`src/rtl/cpu_pkg.sv`:
```
// Shared CPU definitions: fetch-control state encoding, PC increment and the
// HALT opcode used by both the instruction decoder and the fetch controller.
package cpu_pkg;

  typedef enum logic [1:0] {
    ST_IDLE   = 2'b00,
    ST_RUN    = 2'b01,
    ST_STEP   = 2'b10,
    ST_HALTED = 2'b11
  } fetch_state_e;

  localparam int PC_INC = 4;

  localparam logic [31:0] HALT_OPCODE = 32'hFC00_0000;

  function automatic logic is_halt_opcode(input logic [31:0] instr);
    return instr == HALT_OPCODE;
  endfunction

endpackage

```
`src/rtl/pc_fetch_control_sat_counter.sv`:
```
// Saturating up-counter with enable; sticks at all-ones instead of wrapping.
module sat_counter #(
  parameter int WIDTH = 32
) (
  input  logic             i_clk,
  input  logic             i_reset,
  input  logic             i_en,
  output logic [WIDTH-1:0] o_count
);

  logic [WIDTH-1:0] count_q;
  logic [WIDTH-1:0] count_d;

  always_comb begin
    count_d = count_q;
    if (i_en && (count_q != '1)) begin
      count_d = count_q + WIDTH'(1);
    end
  end

  always_ff @(posedge i_clk or posedge i_reset) begin
    if (i_reset) begin
      count_q <= '0;
    end else begin
      count_q <= count_d;
    end
  end

  assign o_count = count_q;

endmodule

```
`src/rtl/pc_fetch_control.sv`:
```
// Program counter register, pipeline-advance enable and debug run/step/halt
// sequencing at the consumer end of the next-PC select path.
module pc_fetch_control
  import cpu_pkg::*;
#(
  parameter int               NBITS    = 32,
  parameter logic [NBITS-1:0] PC_RESET = '0,
  parameter int               CNT_BITS = 32
) (
  input  logic                i_clk,
  input  logic                i_reset,
  input  logic [NBITS-1:0]    i_NextPC,
  input  logic                i_Stall,
  input  logic                i_HaltInstr,
  input  logic                i_DbgRun,
  input  logic                i_DbgStep,
  output logic [NBITS-1:0]    o_PC,
  output logic [NBITS-1:0]    o_PCPlus4,
  output logic                o_PipeEnable,
  output logic                o_FetchValid,
  output logic                o_Halted,
  output logic                o_Misaligned,
  output logic [CNT_BITS-1:0] o_CycleCount
);

  fetch_state_e     state_q;
  logic [NBITS-1:0] pc_q;
  logic             misaligned_q;
  logic             pipe_en;
  logic             advance;
  logic             halt_taken;

  assign pipe_en    = (state_q == ST_RUN) || (state_q == ST_STEP);
  assign advance    = pipe_en & ~i_Stall & ~i_HaltInstr;
  // A HALT seen during a stall is not acted on; it will be refetched.
  assign halt_taken = i_HaltInstr & ~i_Stall;

  always_ff @(posedge i_clk or posedge i_reset) begin
    if (i_reset) begin
      state_q      <= ST_IDLE;
      pc_q         <= PC_RESET;
      misaligned_q <= 1'b0;
    end else begin
      if (advance) begin
        pc_q <= {i_NextPC[NBITS-1:2], 2'b00};
        if (i_NextPC[1:0] != 2'b00) begin
          misaligned_q <= 1'b1;
        end
      end
      case (state_q)
        ST_IDLE: begin
          if (i_DbgRun) begin
            state_q <= ST_RUN;
          end else if (i_DbgStep) begin
            state_q <= ST_STEP;
          end
        end
        ST_RUN: begin
          if (halt_taken) begin
            state_q <= ST_HALTED;
          end
        end
        ST_STEP: begin
          // A stalled step stays here until one real advance happens.
          if (halt_taken) begin
            state_q <= ST_HALTED;
          end else if (!i_Stall) begin
            state_q <= ST_IDLE;
          end
        end
        default: state_q <= ST_HALTED;
      endcase
    end
  end

  sat_counter #(
    .WIDTH(CNT_BITS)
  ) u_cycle_cnt (
    .i_clk   (i_clk),
    .i_reset (i_reset),
    .i_en    (pipe_en),
    .o_count (o_CycleCount)
  );

  assign o_PC         = pc_q;
  assign o_PCPlus4    = pc_q + NBITS'(PC_INC);
  assign o_PipeEnable = pipe_en;
  assign o_FetchValid = pipe_en & ~i_HaltInstr;
  assign o_Halted     = (state_q == ST_HALTED);
  assign o_Misaligned = misaligned_q;

endmodule

```
`config.mk`:
```
export PLATFORM = sky130hd
export DESIGN_NAME = pc_fetch_control
export DESIGN_NICKNAME = d
export VERILOG_FILES = /design/src/rtl/cpu_pkg.sv /design/src/rtl/pc_fetch_control_sat_counter.sv /design/src/rtl/pc_fetch_control.sv
export SDC_FILE = /design/constraint.sdc
export NUM_CORES = 1
export LEC_CHECK = 0
export CORE_ASPECT_RATIO = 0.6
export CORE_MARGIN = 2
export CORE_UTILIZATION = 45
export CTS_BUF_LIST = sky130_fd_sc_hd__clkbuf_4 sky130_fd_sc_hd__clkbuf_8
export DETAILED_ROUTE_END_ITERATION = 7
export PLACE_DENSITY = 0.83
export SLEW_MARGIN = 40
export SYNTH_ARGS = -nofsm -noshare
export SYNTH_HDL_FRONTEND = slang
export SYNTH_SLANG_ARGS = --single-unit
```
`constraint.sdc`:
```
create_clock -name i_clk -period 2.6 [get_ports i_clk]
set_input_delay 0.65 -clock i_clk [delete_from_list [all_inputs] [get_ports i_clk]]
set_output_delay 0.65 -clock i_clk [all_outputs]
set_load 0.05 [all_outputs]
```
==> results of run 1 <==
[per-stage QoR]
stage	util (%)	hold slack (ns)	power, mW	cell area, um2
after floorplan	-	0.547	1.30	3780
after global placement	76.0	0.451	1.50	5570
after detailed placement	76.0	0.455	1.50	5570
after CTS	83.3	0.473	2.51	6100
after global routing	85.0	0.508	2.60	6230
final	85.0	0.469	2.54	6230
[power by group]
group          switching, mW  internal [mW]
Combinational          0.270          0.204
Clock                  0.401          0.603
Sequential            0.0264           1.03
Total                  0.697           1.84
[worst paths after layout]
| check | from | endpoint | slack (ns) | depth (start not counted) |
|---|---|---|---|---|
| min in group asynchronous | i_reset | o_PC[30]$_DFFE_PP0P_ | 0.69 | 3 |
| max reg2reg | state_q[0]$_DFFE_PP0P_ | u_cycle_cnt.o_count[29]$_DFFE_PP0P_ | 0.35 | 7 |
| min reg2reg | o_Misaligned$_DFFE_PP0P_ | o_Misaligned$_DFFE_PP0P_ | 0.47 | 1 |
| max in group asynchronous | i_reset | o_PC[18]$_DFFE_PP0P_ | 1.61 | 3 |
| max | o_PC[18]$_DFFE_PP0P_ | o_PCPlus4[31] | -0.31 | 6 |
| min | o_Misaligned$_DFFE_PP0P_ | o_Misaligned$_DFFE_PP0P_ | 0.47 | 1 |
[metal layers]
| metal | track usage, % | vias to the layer above | part of all wire [%] |
|---|---|---|---|
| met4 | 8.76 | 2 | 4.6 |
| li1 | - | 1475 | - |
| met2 | 48.8 | 200 | 48 |
| met5 | 0 | - | 0.093 |
| met1 | 38.5 | 1724 | 39 |
| met3 | 9.90 | 57 | 8.6 |
[final cells by class]
type,count,area share (%)
multi-input combinational,242,36.2
timing repair buffer,176,30.9
sequential,65,26.5
clock buffer,12,2.55
tap,104,2.09
clock inverter,4,1.21
inverter,9,0.542
antenna,1,0.0402
[registers in the layout, summed over array words and instances, names as in the netlist]
signal               flops
o_PC                    30
u_cycle_cnt.o_count     32
o_Misaligned             1
state_q                  2
[synthesized netlist by cell type (7+ instances only)]
cell type / number
xor2_1: 15
inv_1: 9
nor3_1: 8
nand4_1: 15
o21ai_0: 7
dfrtp_1: 65
and4_1: 9
and3_1: 9
nor2_1: 16
nand3_1: 21
xnor2_1: 40
nand2_1: 32
mux2_2: 31
[kinds of logic (layout without fill, tap and decap cells)]
| family | Yosys count | after routing | synth area share (%) |
|---|---|---|---|
| compound gates | 20 | 20 | 3.40 |
| xor+xnor | 55 | 55 | 14.1 |
| fa+ha+maj | 6 | 6 | 2.19 |
| buf+inv | 18 | 201 | 2.41 |
| flops | 65 | 65 | 47.5 |
| mux | 31 | 31 | 10.2 |
| other cells | 1 | 5 | 0.110 |
| simple gates | 126 | 126 | 20.1 |
[repair_timing]
item                                    CTS  global route
pin swaps                                18            12
endpoints found under the hold margin     0             0
gates resized for setup                  32            16
cloned                                    0             0
setup buffers                            23             4
endpoints found under the setup margin   21            18
==> summary.txt, run 1 <==
Timing
  – Final period utilization: 112%
  – Worst Clk Skew: 0.0108 ns
  – Slew HR: 61.0%
  – Period minus WS final: 2.91 ns
  – Unrepaired setup endpoints after global routing: true
  – Final hold vios: 0
  – Max-slew violations: 0
  – Achievable Freq: 343 MHz
  – Setup violators final: 16
  – Worst Tran Pin Value: 0.580 ns
  – Post-Route Setup TNS: -3.16 ns
  – Fin worst setup slack: -0.314 ns

Floorplanning
  – Core ar.: 7330 um2
  – Row count: 24
  – Initial core utilization: 46.7%
  – Die H: 71.5 um
  – Die Width: 117 um
  – I/O pins: 138
  – Die area: 8340 um2

Final layout
  – Fillcell total: 351
  – Nets: 547
  – Multi-input gate area: 2250 um2
  – Commonest non-fill, non-tap cells in the layout: 101 x clkdlybuf4s50_1, 47 x dfrtp_1, 40 x buf_4
  – Area delta synth->final: 82.0%
  – Layout cell share with drive strength beyond 1: 37.6%
  – Sequential cell area: 1650 um2
  – Post-route insts no fill: 613
  – Most common cell after layout, fill and taps aside: clkdlybuf4s50_1

Synth
  – Mean Syn Cell Area: 10.6 um2
  – Main area contributors after synthesis: dfrtp_1 48%, xnor2_1 10%, mux2_2 10%, xor2_1 3.8%, nand2_1 3.5%
  – Synth area leader: dfrtp_1
  – Asr flop ratio synth: 100%
  – Yosys reg bits: 65
  – Sequential area share after synthesis: 47.5%
  – Synth Flop Type: dfrtp_1
  – EDFF count, synth: 0
  – Mapped cell area: 3420 um2
  – Synthesis Warnings: 0
  – Cell count after synthesis: 322
  – Post-synth top area share: 47.5%
  – Synth unique cells: 31

Pwr
  – P_leak: 2.73 nW
  – Power density cells: 407 nW/um2
  – Peak VDD IR: 324 uV

Critical path
  – WP buf/inv: 1
  – Cell Chain, Critical Path: and2_1, nand4_1, nor3_4, nand4_1, xnor2_4, buf_12
  – Data required, critical path: 1.95 ns
  – Worst setup SP type: register
  – Crit path capture type: primary output
  – Kind of critical path: register to primary output
  – Crit path DAT: 2.26 ns
  – Slowest cell on the critical path: dfrtp_2
  – Crit path top cell by count: nand4_1
  – CP max stage delay: 0.47 ns
  – Cell family with the largest share of critical-path delay: simple AND/OR/NAND/NOR gates
  – CP max FO: 5

Clocking
  – CTS H-tree depth: 3
  – Clock Path Buffers: 2
  – Root Buffer: clkbuf_8
  – Clock sinks: 65
  – Clk slew on worst S/H paths: 0.07 ns
  – Clk_lat worst skew: 0.34 ns
  – Post-CTS Hold Buffers: 0
  – TritonCTS Buffers: 9
  – CTS tree: built

Detailed routing
  – DRC viols: 0
  – Vias after detailed routing: 3458
  – Wire length per cell: 22.7 um
  – Final ANT Viol Nets: 0
  – Total Wirelength: 13900 um
  – DRT iter0 DRCs: 253
  – Vias per cell: 5.64
  – Pre-antenna DRT Iters: 5

Run
  – Max-cap violations: 0

Place
  – Routability cong.: 0.815
  – Cells after DPL: 569
  – Pre-CTS WS: 0.0520 ns
  – Detail Placement HPWL: 7900 um
  – Port bufs: 133

Global routing
  – Largest net degree at the start of global routing: 66
  – Grt total ovfl: 0
  – First-pass GRT wire length: 18800 um
  – Antenna violations before repair: 1
  – GRT Total Usage: 29.9%
  – Vias in the first global route: 3410

Worst hold path
  – Hold Crit Class: register to register

Run status
  – Outcome: finished with violations
  – Failing checks: negative setup slack
Power figures use the tool's default switching activity.
==> inputs of run 2 (changes only) <==
CTS_CLUSTER_DIAMETER = 30   (was default)
==> results of run 2 <==
Same layout as run 1: the final DEF is identical, and so are final timing and power.
==> inputs of run 3 (changes only) <==
PLACE_DENSITY = 0.82   (was 0.83)
SYNTH_HIERARCHICAL = 1   (was default)
==> summary.txt, run 3 <==
Global routing
  – Grt met3 use: 6.02% (was 9.90%)
  – GR Util met1: 36.0% (was 38.5%)
  – Largest net degree at the start of global routing: 34 (was 66)
  – First-pass GRT wire length: 17700 um (was 18800 um)
  – GRT Total Usage: 27.0% (was 29.9%)
  – Gr busiest metal: met2 (unchanged)
  – Vias in the first global route: 3310 (was 3410)
  – Met2 Resource Use GR: 44.2% (was 48.8%)
  – Grt total ovfl: 0 (unchanged)
  – Antenna violations before repair: 0 (was 1)

Worst hold path
  – Worst Hold Depth: 1 (unchanged)
  – Hold Crit Class: register to register (unchanged)
  – Hold EP: o_Misaligned$_DFFE_PP0P_ (unchanged)
  – Hold Crit Start: o_Misaligned$_DFFE_PP0P_ (unchanged)

Synth
  – Main area contributors after synthesis: dfrtp_1 46%, xnor2_1 12%, mux2_2 9.2%, nand3_1 5.1%, nand4_1 3.4% (was dfrtp_1 48%, xnor2_1 10%, mux2_2 10%, xor2_1 3.8%, nand2_1 3.5%)
  – Synth Flop Type: dfrtp_1 (unchanged)
  – Synth area leader: dfrtp_1 (unchanged)
  – Synth top cells by count: 65 x dfrtp_1, 47 x xnor2_1, 36 x nand3_1, 29 x mux2_2 (was 65 x dfrtp_1, 40 x xnor2_1, 32 x nand2_1, 31 x mux2_2, 21 x nand3_1)
  – Yosys reg bits: 65 (unchanged)
  – Count leader, synth: dfrtp_1 (unchanged)
  – Mean Syn Cell Area: 11.0 um2 (was 10.6 um2)
  – Cell count after synthesis: 323 (was 322)
  – EDFF count, synth: 0 (unchanged)
  – Post-synth top area share: 46.0% (was 47.5%)
  – Synthesis Warnings: 6 (was 0)
  – Sequential area share after synthesis: 46.0% (was 47.5%)
  – Mapped cell area: 3540 um2 (was 3420 um2)
  – Asr flop ratio synth: 100% (unchanged)
  – Synth unique cells: 41 (was 31)

Pwr
  – P_leak: 2.66 nW (was 2.73 nW)
  – Power density cells: 529 nW/um2 (was 407 nW/um2)
  – Clock share of power: 33.4% (was 39.6%)
  – Switching Share: 33.2% (was 27.5%)
  – Switch Pwr: 1.07 mW (was 697 uW)
  – Peak VDD IR: 459 uV (was 324 uV)
  – Design Power: 3.23 mW (was 2.54 mW)
  – Pint: 2.15 mW (was 1.84 mW)
  – Logic pwr share: 30.1% (was 18.7%)
  – Sequential power share: 36.5% (was 41.7%)

Timing
  – Period minus WS final: 2.72 ns (was 2.91 ns)
  – Worst Tran Pin Value: 0.677 ns (was 0.580 ns)
  – Fin worst setup slack: -0.121 ns (was -0.314 ns)
  – Worst Clk Skew: 0.00749 ns (was 0.0108 ns)
  – Final hold vios: 0 (unchanged)
  – Max-slew violations: 0 (unchanged)
  – Achievable Freq: 367 MHz (was 343 MHz)
  – Final period utilization: 105% (was 112%)
  – Slew HR: 54.7% (was 61.0%)
  – Setup violators final: 14 (was 16)
  – Unrepaired setup endpoints after global routing: true (unchanged)

Place
  – Pre-CTS WS: 0.147 ns (was 0.0520 ns)
  – Port bufs: 133 (unchanged)
  – Detail Placement HPWL: 8030 um (was 7900 um)
  – Routability cong.: 0.842 (was 0.815)
  – Post-Place Cell Area: 5550 um2 (was 5570 um2)
  – Cells after DPL: 564 (was 569)

Floorplanning
  – Die Width: 119 um (was 117 um)
  – Core ar.: 7450 um2 (was 7330 um2)
  – Row count: 24 (unchanged)
  – Die area: 8610 um2 (was 8340 um2)
  – Initial core utilization: 47.5% (was 46.7%)
  – Die H: 72.7 um (was 71.5 um)
  – I/O pins: 138 (unchanged)

Final layout
  – Post-route insts no fill: 598 (was 613)
  – ANT cells: 0 (was 1)
  – Most common cell after layout, fill and taps aside: clkdlybuf4s50_1 (unchanged)
  – Layout cell share with drive strength beyond 1: 36.8% (was 37.6%)
  – Nets: 533 (was 547)
  – Fillcell total: 440 (was 351)
  – Commonest non-fill, non-tap cells in the layout: 103 x clkdlybuf4s50_1, 41 x dfrtp_1, 31 x buf_4 (was 101 x clkdlybuf4s50_1, 47 x dfrtp_1, 40 x buf_4)
  – Post-route cell area: 6090 um2 (was 6230 um2)
  – Area delta synth->final: 72.1% (was 82.0%)
  – Max reg flops: 32 (unchanged)

Detailed routing
  – Pre-antenna DRT Iters: 5 (unchanged)
  – Wire length per cell: 19.3 um (was 22.7 um)
  – Vias per cell: 5.52 (was 5.64)
  – Total Wirelength: 11600 um (was 13900 um)
  – Vias after detailed routing: 3303 (was 3458)
  – DRT iter0 DRCs: 258 (was 253)
  – Final ANT Viol Nets: 0 (unchanged)
  – DRC viols: 0 (unchanged)

Critical path
  – Worst setup SP type: register (unchanged)
  – Worst reg2reg path startpoint: state_q[0]$_DFFE_PP0P_ (unchanged)
  – WP buf/inv: 2 (was 1)
  – Cell family with the largest share of critical-path delay: simple AND/OR/NAND/NOR gates (unchanged)
  – Crit path DAT: 2.07 ns (was 2.26 ns)
  – Flop2flop setup slack: 0.18 ns (was 0.35 ns)
  – Slowest cell on the critical path: dfrtp_2 (unchanged)
  – Kind of critical path: register to primary output (unchanged)
  – Crit path capture type: primary output (unchanged)
  – R2R cell count: 8 (was 7)
  – CP max stage delay: 0.42 ns (was 0.47 ns)
  – Data required, critical path: 1.95 ns (about the same)
  – CP max FO: 4 (was 5)
  – Worst r2r dst: u_cycle_cnt/o_count[23]$_DFFE_PP0P_ (was u_cycle_cnt.o_count[29]$_DFFE_PP0P_)
  – Cell Chain, Critical Path: buf_4, and4_1, and3_1, nand4_1, xnor2_4, buf_12 (was and2_1, nand4_1, nor3_4, nand4_1, xnor2_4, buf_12)

Clocking
  – Clock Path Buffers: 2 (unchanged)
  – Clk slew on worst S/H paths: 0.07 ns (about the same)
  – CTS tree: built (unchanged)
  – Clock sinks: 65 (unchanged)
  – Root Buffer: clkbuf_8 (unchanged)
  – Clk_lat worst skew: 0.35 ns (was 0.34 ns)
  – CTS H-tree depth: 3 (unchanged)
  – TritonCTS Buffers: 9 (unchanged)

Run status
  – Failing checks: negative setup slack (unchanged)
  – Outcome: finished with violations (unchanged)

Run
  – Max-cap violations: 0 (unchanged)
run 3: changes by cell type in the layout (fill, tap and decap cells not counted), sizes merged, moves of 5 or more:
cell   previous run  this run
and2              6         0
buf              71        59
xor2             15         9
nor2             16         9
xnor2            40        47
nor4              2         8
nand2            32        20
and4              9         4
nand3            22        37
nor3              8         3
nand4            15        21
and3              9        14
run 3: worst register-to-register path: cells and delay by family, from the launching register on:
family	cells	cell delay [ns]
AND/OR/NAND/NOR	3	0.72
adder cells (fa/ha/maj)	1	0.45
flip-flops	1	0.42
buffers and inverters	2	0.31
AO/OA/AOI/OAI	1	0.26
XOR/XNOR	1	0.15
run 3: kinds of logic (layout without fill, tap and decap cells):
family,count (synthesis),in the layout,synth area share [%]
mux,30,30,9.51
buf+inv,25,193,3.61
fa+ha+maj,6,6,2.12
xor+xnor,56,56,13.9
compound gates,18,18,4.56
other cells,1,4,0.106
simple gates,122,122,20.3
flops,65,65,46.0
run 3: power groups by stage:
stage / Clock, mW / Sequential, mW / Combinational, mW
after global placement: 0 / 1.19 / 0.907
after detailed placement: 0 / 1.20 / 0.918
after CTS: 1.10 / 1.17 / 0.949
after floorplan: 0 / 1.38 / 0.330
final: 1.08 / 1.18 / 0.972
after global routing: 1.14 / 1.19 / 0.997
run 3: worst max-delay path by stage:
stage,from,to,slack [ns],cells after the start
6_report,o_PC[2]$_DFFE_PP0P_,o_PCPlus4[29],-0.12,6
5_1_grt,o_PC[12]$_DFFE_PP0P_,o_PCPlus4[31],-0.17,6
4_1_cts,o_PC[18]$_DFFE_PP0P_,o_PCPlus4[22],-0.06,6
3_5_place_dp,o_PC[3]$_DFFE_PP0P_,o_PCPlus4[28],0.15,6
3_3_place_gp,o_PC[2]$_DFFE_PP0P_,o_PCPlus4[28],0.22,6
2_1_floorplan,o_PC[4]$_DFFE_PP0P_,o_PCPlus4[17],-0.06,4
run 3: what timing repair did:
action	CTS	global route
hold buffers	0	0
gates resized for setup	24	14
endpoints found under the setup margin	21	22
pin swaps	12	7
setup buffers	11	7
run 3: final cells by class:
type | count | area [um2] | area share (%)
clock buffers | 11 | 145 | 2.38
inverters | 13 | 48.8 | 0.801
flip-flops and latches | 65 | 1660 | 27.2
repair buffers | 164 | 1820 | 29.9
multi-input cells | 236 | 2180 | 35.9
clock inverters | 5 | 103 | 1.68
well taps | 104 | 130 | 2.14
run 3: per-layer routing:
metal  part of all wire, %  wire, um
met1                    43      4980
met2                    50      5720
met3                   5.4       626
met4                   2.0       228
met5                     0         0
run 3: stage by stage:
| step | hold slack [ns] | util (%) | setup TNS (ns) |
|---|---|---|---|
| 2_1_floorplan | 0.512 | - | -0.0773 |
| 3_3_place_gp | 0.453 | 74.5 | 0 |
| 3_5_place_dp | 0.460 | 74.5 | 0 |
| 4_1_cts | 0.486 | 80.1 | -0.247 |
| 5_1_grt | 0.512 | 81.8 | -2.03 |
| 6_report | 0.480 | 81.8 | -0.582 |
